<file path="src/rtl/fetch_pkg.sv">
// fetch_pkg: shared types and constants for the instruction-fetch stage.
//   NOP           : canonical no-op (addi x0,x0,0) shown when the buffer is empty
//   fetch_state_e : RUN (responses are kept) / DRAIN (stale responses dropped)
//   fetch_entry_t : one buffered instruction with its PC
package fetch_pkg;

   localparam logic [31:0] NOP = 32'h0000_0013;

   typedef enum logic {RUN, DRAIN} fetch_state_e;

   typedef struct packed {
      logic [31:0] pc;
      logic [31:0] instr;
   } fetch_entry_t;

endpackage

</file>
<file path="src/rtl/prefetch_fifo.sv">
// prefetch_fifo: synchronous FIFO holding fetched {pc, instr} entries.
//   clk_i, rst_i : clock, synchronous active-high reset
//   push, din    : write din at the tail
//   pop          : drop the head (caller only pops when count>0)
//   flush        : empty the FIFO; wins over a same-cycle push
//   count        : number of valid entries (0..DEPTH)
//   head         : entry at the read pointer (meaningless when count==0)
module prefetch_fifo
   import fetch_pkg::*;
#(
   parameter int DEPTH = 4,
   parameter int CW    = $clog2(DEPTH) + 1
) (
   input  logic          clk_i,
   input  logic          rst_i,
   input  logic          push,
   input  fetch_entry_t  din,
   input  logic          pop,
   input  logic          flush,
   output logic [CW-1:0] count,
   output fetch_entry_t  head
);

   localparam int AW = $clog2(DEPTH);

   fetch_entry_t  mem [DEPTH];
   logic [AW-1:0] rd_ptr, wr_ptr;

   // DEPTH is a power of two, so the pointers wrap naturally.
   always_ff @(posedge clk_i) begin
      if (rst_i || flush) begin
         rd_ptr <= '0;
         wr_ptr <= '0;
         count  <= '0;
      end else begin
         if (push) wr_ptr <= wr_ptr + AW'(1);
         if (pop)  rd_ptr <= rd_ptr + AW'(1);
         count <= count + CW'(push) - CW'(pop);
      end
   end

   // Storage carries no reset; count gates its visibility.
   always_ff @(posedge clk_i) begin
      if (push && !flush) mem[wr_ptr] <= din;
   end

   assign head = mem[rd_ptr];

endmodule

</file>
<file path="src/rtl/if_prefetch.sv">
// if_prefetch: instruction-fetch stage with a DEPTH-entry prefetch buffer.
//   clk_i, rst_i        : clock, synchronous active-high reset
//   redirect_i/_pc_i    : taken branch from EX; flushes and restarts fetch
//   imem_req_o/addr_o   : in-order word-aligned requests to instruction memory
//   imem_gnt_i          : request accepted this cycle
//   imem_rvalid_i/rdata : in-order responses (variable latency)
//   instr_vld_o/rdy_i   : valid/ready handshake towards decode
//   instr_o, pc_o       : buffer head (NOP / 0 when empty)
// Credit: buffered + outstanding never exceeds DEPTH, so every response has
// a free slot. After a redirect, every response still in flight is stale and
// is counted off by the discard counter (DRAIN state).
module if_prefetch
   import fetch_pkg::*;
#(
   parameter logic [31:0] RESET_PC = 32'h0000_0000,
   parameter int          DEPTH    = 4
) (
   input  logic        clk_i,
   input  logic        rst_i,
   input  logic        redirect_i,
   input  logic [31:0] redirect_pc_i,
   output logic        imem_req_o,
   output logic [31:0] imem_addr_o,
   input  logic        imem_gnt_i,
   input  logic        imem_rvalid_i,
   input  logic [31:0] imem_rdata_i,
   output logic        instr_vld_o,
   input  logic        instr_rdy_i,
   output logic [31:0] instr_o,
   output logic [31:0] pc_o
);

   localparam int CW = $clog2(DEPTH) + 1;

   logic [31:0]   fetch_pc, resp_pc, tgt;
   logic [CW-1:0] outstanding, discard, count, outst_nxt, discard_nxt;
   fetch_state_e  state;
   fetch_entry_t  head;
   logic          credit, fire, rv_ok, push, pop;

   assign tgt    = redirect_pc_i & ~32'h3;
   assign credit = ({1'b0, count} + {1'b0, outstanding}) < (CW+1)'(DEPTH);

   assign imem_req_o  = !rst_i && credit;
   assign imem_addr_o = fetch_pc;
   assign fire        = imem_req_o && imem_gnt_i;

   // A response with nothing outstanding belongs to a pre-reset request.
   assign rv_ok = imem_rvalid_i && (outstanding != '0);
   assign push  = rv_ok && (state == RUN) && !redirect_i;
   assign pop   = instr_vld_o && instr_rdy_i;

   assign outst_nxt = outstanding + CW'(fire) - CW'(rv_ok);

   // On redirect everything in flight after the edge is stale, which is
   // exactly the next outstanding count.
   always_comb begin
      discard_nxt = discard;
      if (redirect_i)                    discard_nxt = outst_nxt;
      else if (rv_ok && state == DRAIN)  discard_nxt = discard - CW'(1);
   end

   always_ff @(posedge clk_i) begin
      if (rst_i) begin
         fetch_pc    <= RESET_PC;
         resp_pc     <= RESET_PC;
         outstanding <= '0;
         discard     <= '0;
         state       <= RUN;
      end else begin
         outstanding <= outst_nxt;
         discard     <= discard_nxt;
         state       <= (discard_nxt != '0) ? DRAIN : RUN;
         if (redirect_i) begin
            fetch_pc <= tgt;
            resp_pc  <= tgt;
         end else begin
            if (fire) fetch_pc <= fetch_pc + 32'd4;
            if (push) resp_pc  <= resp_pc + 32'd4;
         end
      end
   end

   prefetch_fifo #(.DEPTH(DEPTH), .CW(CW)) u_fifo (
      .clk_i (clk_i),
      .rst_i (rst_i),
      .push  (push),
      .din   ('{pc: resp_pc, instr: imem_rdata_i}),
      .pop   (pop),
      .flush (redirect_i),
      .count (count),
      .head  (head)
   );

   assign instr_vld_o = (count != '0);
   assign instr_o     = instr_vld_o ? head.instr : NOP;
   assign pc_o        = instr_vld_o ? head.pc    : 32'h0;

   always_ff @(posedge clk_i) begin
      if (!rst_i) begin
         assert (!(imem_rvalid_i && outstanding == '0))
            else $error("imem response with no request outstanding");
         assert (({1'b0, count} + {1'b0, outstanding}) <= (CW+1)'(DEPTH))
            else $error("buffered + outstanding exceeds DEPTH");
      end
   end

endmodule

</file>
<file path="config.mk">
export PLATFORM = sky130hd
export DESIGN_NAME = if_prefetch
export DESIGN_NICKNAME = d
export VERILOG_FILES = /design/src/rtl/fetch_pkg.sv /design/src/rtl/prefetch_fifo.sv /design/src/rtl/if_prefetch.sv
export SDC_FILE = /design/constraint.sdc
export NUM_CORES = 1
export LEC_CHECK = 0
export ABC_CLOCK_PERIOD_IN_PS = 3520
export CAP_MARGIN = 30
export CORE_MARGIN = 4
export CORE_UTILIZATION = 50
export DETAILED_ROUTE_END_ITERATION = 16
export PLACE_DENSITY = 0.8
export SLEW_MARGIN = 0
export SYNTH_ARGS = -nofsm -noshare
export SYNTH_HDL_FRONTEND = slang
export SYNTH_SLANG_ARGS = --single-unit
</file>
<file path="constraint.sdc">
create_clock -name clk_i -period 3.52 [get_ports clk_i]
set_input_delay 0.704 -clock clk_i [delete_from_list [all_inputs] [get_ports clk_i]]
set_output_delay 0.704 -clock clk_i [all_outputs]
set_load 0.01 [all_outputs]
</file>
==> results of run 1 <==
power groups by stage:
stage / combinational (uW) / clock [uW] / sequential [uW]
after global placement: 1060 / 0 / 4520
after global routing: 1200 / 3580 / 4480
final: 1090 / 3330 / 4460
after CTS: 1100 / 3410 / 4460
after floorplan: 575 / 0 / 4510
after detailed placement: 1090 / 0 / 4530
area by class of cell:
cell class / count / share of cell area [%]
sequential: 324 / 54.1
clock inverter: 10 / 0.467
inverter: 44 / 0.995
clock buffer: 48 / 5.76
tap: 335 / 2.52
multi-input combinational: 450 / 24.6
timing repair buffer: 192 / 11.6
final timing paths:
kind,slack [ns],startpoint,cells past startpoint,endpoint
max,0.14,u_fifo.count[2],15,state
min,0.52,u_fifo.rd_ptr[1],2,register
max reg2reg,0.14,u_fifo.count[2],15,state
min reg2reg,0.52,u_fifo.rd_ptr[1],2,register
cell usage after synthesis, drive strengths merged:
cell type / n / area [um^2]
nor2: 23 / 86.3
or3: 1 / 6.26
nor4: 5 / 61.3
fa: 2 / 40.0
buf: 17 / 105
o21bai: 1 / 7.51
a21boi: 45 / 338
and2: 69 / 432
ha: 13 / 163
xnor2: 21 / 184
and4: 6 / 52.6
clkbuf: 30 / 113
mux2i: 4 / 40.0
nor2b: 1 / 6.26
xor2: 44 / 385
dfxtp: 76 / 1520
nand4b: 1 / 8.76
o21a: 6 / 45.0
nor3: 7 / 35.0
o311a: 1 / 10.0
and3: 12 / 75.1
o31ai: 1 / 7.51
a21oi: 30 / 150
nand3b: 1 / 7.51
nor4b: 1 / 15.0
nand2: 17 / 63.8
nand4: 30 / 188
or4: 1 / 11.3
inv: 44 / 165
o21ai: 4 / 20.0
a211oi: 6 / 45.0
or2: 5 / 31.3
o311ai: 1 / 16.3
conb: 1 / 3.75
edfxtp: 248 / 7450
nand3: 25 / 125
mux4: 62 / 1400
state kept, by name (all words and copies together) (netlist names), named ones only:
| signal | cells |
|---|---|
| discard | 3 |
| resp_pc | 30 |
| u_fifo.rd_ptr | 2 |
| u_fifo.wr_ptr | 2 |
| u_fifo.mem | 248 |
| outstanding | 3 |
| imem_addr_o | 30 |
| state | 1 |
| u_fifo.count | 3 |
cells in the final DEF, fill, tap and decap left out, types with 2 or more instances in the layout:
cell type,n
a211oi_1,6
a21boi_0,26
a21boi_1,18
a21oi_1,30
and2_1,65
and2_2,4
and3_1,12
and4_1,6
buf_12,6
buf_4,24
clkbuf_1,9
clkbuf_16,35
clkbuf_8,3
clkdlybuf4s50_1,160
clkinv_1,3
clkinv_2,4
conb_1,4
dfxtp_1,73
dfxtp_2,2
edfxtp_1,248
ha_1,13
inv_1,42
inv_2,2
mux2i_1,4
mux4_2,62
nand2_1,16
nand3_1,25
nand4_1,30
nor2_1,23
nor3_1,7
nor4_1,3
nor4_4,2
o21a_1,6
o21ai_0,3
or2_2,4
xnor2_1,21
xor2_1,44
metrics by stage:
| step | instances | power [uW] | hold slack (ns) | worst slack (ns) |
|---|---|---|---|---|
| 2_1_floorplan | 865 | 5080 | 0.480 | 0.0282 |
| 3_3_place_gp | 1345 | 5580 | 0.510 | -0.406 |
| 3_5_place_dp | 1345 | 5620 | 0.522 | -0.491 |
| 4_1_cts | 1403 | 8960 | 0.532 | 0.00415 |
| 5_1_grt | 1403 | 9260 | 0.569 | -0.00654 |
| 6_report | 1403 | 8870 | 0.520 | 0.138 |
metal layers:
| layer | wire [um] | vias up | GRT usage [%] |
|---|---|---|---|
| li1 | - | 3600 | - |
| met1 | 12100 | 3835 | 27.2 |
| met2 | 13300 | 277 | 31.3 |
| met3 | 2290 | 40 | 4.90 |
| met4 | 490 | 0 | 4.44 |
| met5 | 0 | - | 0 |
worst min-delay path, delay by kind of cell, from the launching register on:
kind,cells,cell delay (ns)
simple gates,1,0.11
flops,1,0.32
xor+xnor,1,0.06
logic make-up after synthesis:
group	share of synthesized area (%)
compound gates	4.77
other cells	0.0280
buf+inv	2.86
mux	10.7
xor+xnor	4.25
flops	66.9
fa+ha+maj	1.51
simple gates	8.99
==> summary.md, run 1 <==
| Metric | Value |
|---|---|
| Status | `complete, no violations` |
| Final core occ | `63.4%` |
| Total die area | `29500 um^2` |
| Switching Share | `22.8%` |
| CTS Root Cell | `clkbuf_16` |
| Post-synthesis sequential area ratio | `66.9%` |
| Clk_skew | `0.0158 ns` |
| Distinct cells, synth | `44` |
| Worst-margin pin slew | `between 0.8 and 0.9 ns` |
| P_leak | `roughly 0.0056 uW` |
| GRT Util Overall | `about 19%` |
| Cells after Synth | `862` |
| Internal | `6850 uW` |
| Area post-placement | `15600 um^2` |
| CP Class | `reg -> reg` |
| Cell mode on critical path | `ha_1` |
| Crit. End Element | `register` |
| DP HPWL | `18.2 mm` |
| Yosys reg bits | `324` |
| Die X | `172 um` |
| Row Count | `59` |
| Starting Density | `51.2%` |
| Initial drt markers | `between 600 and 700` |
| Max incr delay on CP | `approximately 0.54 ns` |
| Hold crit path type | `reg -> reg` |
| Crit path max fanout | `3` |
| Worst EP arrival | `~3.8 ns` |
| DR vias/cell | `5.53` |
| Final setup violation count | `0` |
| I/O pins | `168` |
| # diodes | `0` |
| Core area | `around 26000 um^2` |
| Setup bufs post-CTS | `0` |
| Final hold viol count | `0` |
| Min cycle time layout | `3.38 ns` |
| DR vias | `7752` |
| Largest net degree at the start of global routing | `63` |
| Final setup TNS | `0 ns` |
| Num Clock Sinks | `324` |
| Slowest CP cell | `or4_4` |
| Num CTS Buffers | `34` |
| First-pass GRT wire length | `44.9 mm` |
| PD cells | `534 nW/um^2` |
| Max-cap violations | `0` |
| Antenna violations before repair | `0` |
| Post-CTS sizing | `0` |
| Max frequency | `296 MHz` |
| CTS tree | `done` |
| Tcrit/Tclk final | `96.1%` |
| Worst Path Buf+Inv | `3` |
| CTS Buffer Depth | `3` |
| Multi-input gate area | `4080 um^2` |
| Type of origin of the critical path | `register` |
| Vias in the first global route | `8081` |
| Worst endpoint required time | `roughly 3.9 ns` |
| Routability Congestion | `0.852` |
| Register Area | `8970 um^2` |
| Yosys Warn Count | `0` |
| Layout cell share with drive strength beyond 1 | `15.1%` |
| Die H | `172 um` |
| Delay-heaviest family, CP | `simple AND/OR/NAND/NOR gates` |
| WL/cell | `between 20 and 25 um` |
| Fin. max-slew vios | `0` |
| Avg Inst Size Synth | `15.6 um^2` |
| Congestion Overflow GR | `0` |
| Worst-skew pair later-pin latency | `0.51 ns` |
| Antenna Violating Nets Remaining | `0` |
| Peak VDD IR | `0.000335 V` |
| # DRC | `0` |
| Net Sw Power | `around 2000 uW` |
| Comb power frac | `around an eighth` |
| Mapped Area | `between 10000 and 15000 um^2` |
| Final Cell Area | `16600 um^2` |
| Flop pwr share | `50.3%` |
| Clock transition at path regs | `approximately 0.06 ns` |
| Slew headroom | `43.5%` |
| H-tree depth | `2` |
| IO Port Bufs | `~160` |
| DRT Pass-1 Iters | `5` |
| Total Routed Length | `around 28 mm` |
| Syn-to-layout area delta | `23.8%` |
| Post-layout nets | `1131` |
| Fill count | `1840` |
| # hold bufs at CTS | `0` |
| Clock share of power | `between 30% and 40%` |
| CP Cell Sequence | `ha_1, or4_4, or2_4, inv_2, nand2_2, ha_1, inv_1, ha_1, inv_1, fa_2, xor2_1, xnor2_1, a21oi_1, a21boi_2, or3_1` |
(Power assumes the default switching activity.)
==> run 2, diff against run 1 <==
- CORE_ASPECT_RATIO: default -> 0.8
==> run 2 against run 1 <==
  * Critical path depth did not move
  * First-iteration DRC count fell by 21%
  * Worst setup slack gained 0.019 ns
  * Sequential power about the same
  * Combinational power is essentially flat
  * Non-clock buffer count up 3
  * Critical endpoint unchanged
  * Largest power group unchanged
  * Highest routed layer unchanged
==> summary.md, run 2 (synthesis results as in run 1) <==
| Metric | Value |
|---|---|
| Most common cell after layout, fill and taps aside | `edfxtp_1` |
| Worst endpoint required time | `3.91 ns` |
| CP Class | `reg -> reg` |
| P_leak | `0.00566 uW` |
| Antenna Violating Nets Remaining | `0` |
| Worst EP arrival | `3.75 ns` |
| Hold_sp | `u_fifo.wr_ptr[1]` |
| Min cycle time layout | `about 3.4 ns` |
| Type of origin of the critical path | `register` |
| # hold bufs at CTS | `0` |
| Largest net degree at the start of global routing | `57` |
| Delay-heaviest family, CP | `simple AND/OR/NAND/NOR gates` |
| Final core occ | `63.6%` |
| Syn-to-layout area delta | `24.8%` |
| Slew headroom | `41.1%` |
| Vias in the first global route | `7963` |
| Max-cap violations | `0` |
| Total die area | `roughly 30000 um^2` |
| CTS Root Cell | `clkbuf_16` |
| Crit. End Element | `register` |
| DP HPWL | `17.8 mm` |
| Largest register FFs | `248` |
| # diodes | `0` |
| Fill count | `1863` |
| Reg with most FFs | `u_fifo.mem` |
| Worst r2r src | `u_fifo.count[2]` |
| Post-layout nets | `1134` |
| WL/cell | `19.4 um` |
| Layout cell share with drive strength beyond 1 | `15.3%` |
| Congestion Overflow GR | `0` |
| Multi-input gate area | `4080 um^2` |
| RSZ-0062 raised after global routing | `yes` |
| Tcrit/Tclk final | `95.5%` |
| DR vias/cell | `5.42` |
| R2R depth | `15` |
| Total Routed Length | `27.7 mm` |
| CTS tree | `done` |
| Final setup violation count | `0` |
| Starting Density | `50.9%` |
| H-tree depth | `2` |
| Max incr delay on CP | `0.53 ns` |
| CP Depth | `15` |
| First-pass GRT wire length | `44.2 mm` |
| DRT Pass-1 Iters | `5` |
| Register Area | `8970 um^2` |
| Critical Path Start | `u_fifo.count[2]` |
| Antenna violations before repair | `0` |
| Cell mode on critical path | `ha_1` |
| Max frequency | `297 MHz` |
| CTS Buffer Depth | `3` |
| Hold crit path type | `reg -> reg` |
| Most frequent cells in the layout | `edfxtp_1, clkdlybuf4s50_1, dfxtp_1` |
| Die H | `154 um` |
| Fin. max-slew vios | `0` |
| DR vias | `7741` |
| Row Count | `53` |
| Clk_skew | `~0.018 ns` |
| GRT Util Overall | `18.9%` |
| Core area | `26300 um^2` |
| Status | `complete, no violations` |
| # DRC | `0` |
| Worst-margin pin slew | `0.881 ns` |
| Worst Path Buf+Inv | `3` |
| I/O pins | `168` |
| Slowest CP cell | `or4_4` |
| Crit path max fanout | `3` |
| PD cells | `between 500 and 600 nW/um^2` |
| Die X | `191 um` |
| Peak VDD IR | `~0.00031 V` |
| Clock transition at path regs | `0.06 ns` |
| Initial drt markers | `about 490` |
| Hold depth | `2` |
| CP Cell Sequence | `ha_1, or4_4, or2_4, inv_2, nand2_2, ha_1, inv_1, ha_1, inv_1, fa_1, xor2_1, xnor2_1, a21oi_1, a21boi_1, or3_1` |
| Worst-skew pair later-pin latency | `0.51 ns` |
| Num Clock Sinks | `324` |
| IO Port Bufs | `161` |
| Final hold viol count | `0` |
| Hold_ws | `between 0.5 and 0.6 ns` |
| Num CTS Buffers | `34` |
| Routability Congestion | `roughly 0.81` |
## run 2: stage by stage
stage	total power, uW	cell area [um^2]	instances	setup slack, ns	setup TNS (ns)
after global placement	5610	15600	1368	-0.416	-0.572
final	9070	16700	1429	0.157	0
after detailed placement	5650	15600	1368	-0.497	-0.793
after global routing	9450	16700	1429	-0.0461	-0.0461
after CTS	9150	16700	1427	0.0227	0
after floorplan	5080	13400	865	0.0282	0
## run 2: timing repair
item | 4_1_cts | 5_1_grt
gates resized for setup | 0 | 4
endpoints found under the setup margin | 0 | 13
buffers inserted | 0 | 2
## run 2: final cells by class
cell class	count	area share [%]
Clock buffer	49	5.95
Clock inverter	10	0.613
Inverter	44	1.01
Multi-Input combinational cell	450	24.4
Sequential cell	324	53.6
Tap cell	357	2.67
Timing Repair Buffer	195	11.8
## run 2: worst paths after layout
check                                   endpoint  slack (ns)
worst max-delay path                       state        0.16
worst min-delay path            u_fifo.wr_ptr[1]        0.53
worst max register to register             state        0.16
worst min register to register  u_fifo.wr_ptr[1]        0.53
## run 2: where the power goes
| group | internal [uW] | total [uW] | leakage (uW) | switching, uW |
|---|---|---|---|---|
| registers | 4310 | 4460 | 0.00288 | 147 |
| clock network | 2110 | 3500 | 0.000543 | 1380 |
| logic | 607 | 1120 | 0.00223 | 510 |
| total | 7030 | 9070 | 0.00566 | 2040 |
## run 2: routing by layer
| metal | part of all wire [%] | track usage, % | routed length, um | vias up |
|---|---|---|---|---|
| li1 | - | - | - | 3617 |
| met1 | 46 | 28.4 | 12700 | 3803 |
| met2 | 46 | 28.9 | 12600 | 289 |
| met3 | 7.3 | 3.86 | 2010 | 32 |
| met4 | 1.3 | 4.38 | 366 | 0 |
| met5 | 0 | 0 | 0 | - |
## run 2: tightest hold or removal path, delay by kind of cell (launching register included)
kind,cells,cell delay [ns]
AO/OA/AOI/OAI,2,0.14
flip-flops,1,0.34
==> run 3, diff against run 2 <==
- CORE_MARGIN: 4 -> 1.5
==> run 3 against run 2 <==
  * Fmax is 0.51% lower
  * Via count up 0.34%
  * Clock-buffer cell count is 8 lower
  * Core utilization is essentially flat
  * Routed wire length is 1.7% lower
  * Combinational power about the same
==> summary.md, run 3 (synthesis results as in run 1) <==
| Metric | Value |
|---|---|
| Status | `complete, no violations` |
| GRT Util Overall | `20.2%` |
| Clk_skew | `0.0123 ns` |
| Worst EP arrival | `~2.7 ns` |
| Final core occ | `63.6%` |
| Worst endpoint required time | `around 2.8 ns` |
| Slew headroom | `47.6%` |
| Syn-to-layout area delta | `24.9%` |
| Die H | `149 um` |
| Num CTS Buffers | `31` |
| Placed Cells | `1370` |
| Hold crit path type | `reg -> reg` |
| Min cycle time layout | `3.38 ns` |
| DRT Pass-1 Iters | `5` |
| Num Clock Sinks | `324` |
| Reg with most FFs | `u_fifo.mem` |
| Post-Place Setup Slack | `-0.457 ns` |
| Peak VDD IR | `0.000380 V` |
| Max frequency | `between 200 and 300 MHz` |
| Initial drt markers | `483` |
| Total Routed Length | `27.2 mm` |
| Final hold viol count | `0` |
| Largest register FFs | `248` |
| RSZ-0062 raised after global routing | `no` |
| DR vias/cell | `5.43` |
| Post-layout nets | `1133` |
| Hold_ws | `about 0.53 ns` |
| Fin. max-slew vios | `0` |
| Final Non-Filler Cells | `~1400` |
| CP Class | `reg -> out` |
| # diodes | `0` |
| CTS tree | `done` |
| Starting Density | `roughly half` |
| Max-cap violations | `0` |
| Type of origin of the critical path | `register` |
| Max incr delay on CP | `about 0.6 ns` |
| Final setup violation count | `0` |
| IO Port Bufs | `161` |
| Crit path max fanout | `19` |
| # hold bufs at CTS | `0` |
| CTS Root Cell | `clkbuf_16` |
| Congestion Overflow GR | `0` |
| I/O pins | `168` |
| Routability Congestion | `0.809` |
| P_leak | `about 0.0057 uW` |
| CTS Buffer Depth | `3` |
| Slowest CP cell | `dfxtp_4` |
| PD cells | `543 nW/um^2` |
| DR vias | `7767` |
| Clock transition at path regs | `0.06 ns` |
| Core area | `between 20000 and 30000 um^2` |
| H-tree depth | `1` |
| # DRC | `0` |
| Die X | `186 um` |
| Row Count | `53` |
| Worst-margin pin slew | `0.783 ns` |
| Final worst slack | `between 0.1 and 0.15 ns` |
| Antenna violations before repair | `0` |
| CP Cell Sequence | `buf_4, mux4_2, or2_2, clkdlybuf4s50_1` |
| Most common cell after layout, fill and taps aside | `edfxtp_1` |
| Largest net degree at the start of global routing | `between 50 and 60` |
| Layout cell share with drive strength beyond 1 | `roughly 16%` |
| Worst-skew pair later-pin latency | `0.56 ns` |
| First-pass GRT wire length | `43.1 mm` |
| Total die area | `27800 um^2` |
| WL/cell | `around 19 um` |
| Antenna Violating Nets Remaining | `0` |
| Vias in the first global route | `just under 8000` |
| DP HPWL | `17.8 mm` |
| Tcrit/Tclk final | `96.0%` |
| Crit. End Element | `output port` |
| Most frequent cells in the layout | `edfxtp_1, clkdlybuf4s50_1, dfxtp_1` |
[run 3: cell types whose count changed in the layout (fill, tap and decap cells not counted), moves of 2 or more]
cell,delta
clkbuf_1,-4
clkbuf_8,+2
bufinv_16,+4
buf_4,+3
clkinv_2,+2
clkbuf_16,-6
clkinvlp_4,+3
clkinv_1,-2
[run 3: power by group]
| part | switching [uW] | total [uW] | internal (uW) |
|---|---|---|---|
| clock | 1370 | 3520 | 2150 |
| combinational | 507 | 1110 | 607 |
| sequential | 148 | 4460 | 4310 |
| total | 2030 | 9090 | 7070 |
[run 3: metal layers]
layer  vias up  GRT usage (%)  part of all wire, %
met5         -              0                    0
met4         0           3.35                  1.3
met3        34           4.11                  7.8
met2       297           32.5                   46
met1      3817           29.0                   45
li1       3619              -                    -
[run 3: cell type report]
class,count,area (um^2)
clock buffer,41,856
multi-input combinational,450,4080
clock inverter,17,245
timing repair buffer,197,1970
inverter,44,169
sequential,324,8980
fill,1906,9580
tap,357,447
[run 3: critical path: cells and delay by family (launching register included)]
| kind | cells | cell delay [ns] |
|---|---|---|
| DFF | 1 | 0.59 |
| and+or+nand+nor | 1 | 0.30 |
| buffers and inverters | 2 | 0.74 |
| muxes | 1 | 0.49 |
[run 3: path summary, 6_finish.rpt]
path,cells past startpoint,slack (ns),to,startpoint
hold / removal,2,0.53,u_fifo.rd_ptr[1],u_fifo.rd_ptr[1]
setup reg to reg,15,0.21,state,outstanding[2]
hold reg to reg,2,0.53,u_fifo.rd_ptr[1],u_fifo.rd_ptr[1]
setup / recovery,4,0.14,instr_o[4],register
[run 3: metrics by stage]
stage / TNS (ns) / total power [uW] / cell area, um^2
3_3_place_gp: -0.502 / 5610 / 15600
2_1_floorplan: 0 / 5080 / 13400
4_1_cts: 0 / 9160 / 16700
3_5_place_dp: -0.683 / 5650 / 15600
5_1_grt: 0 / 9430 / 16700
6_report: 0 / 9090 / 16700
[run 3: timing repair]
item	4_1_cts	5_1_grt
setup buffers	0	2
resized for setup	0	6
setup endpoints to repair	0	42
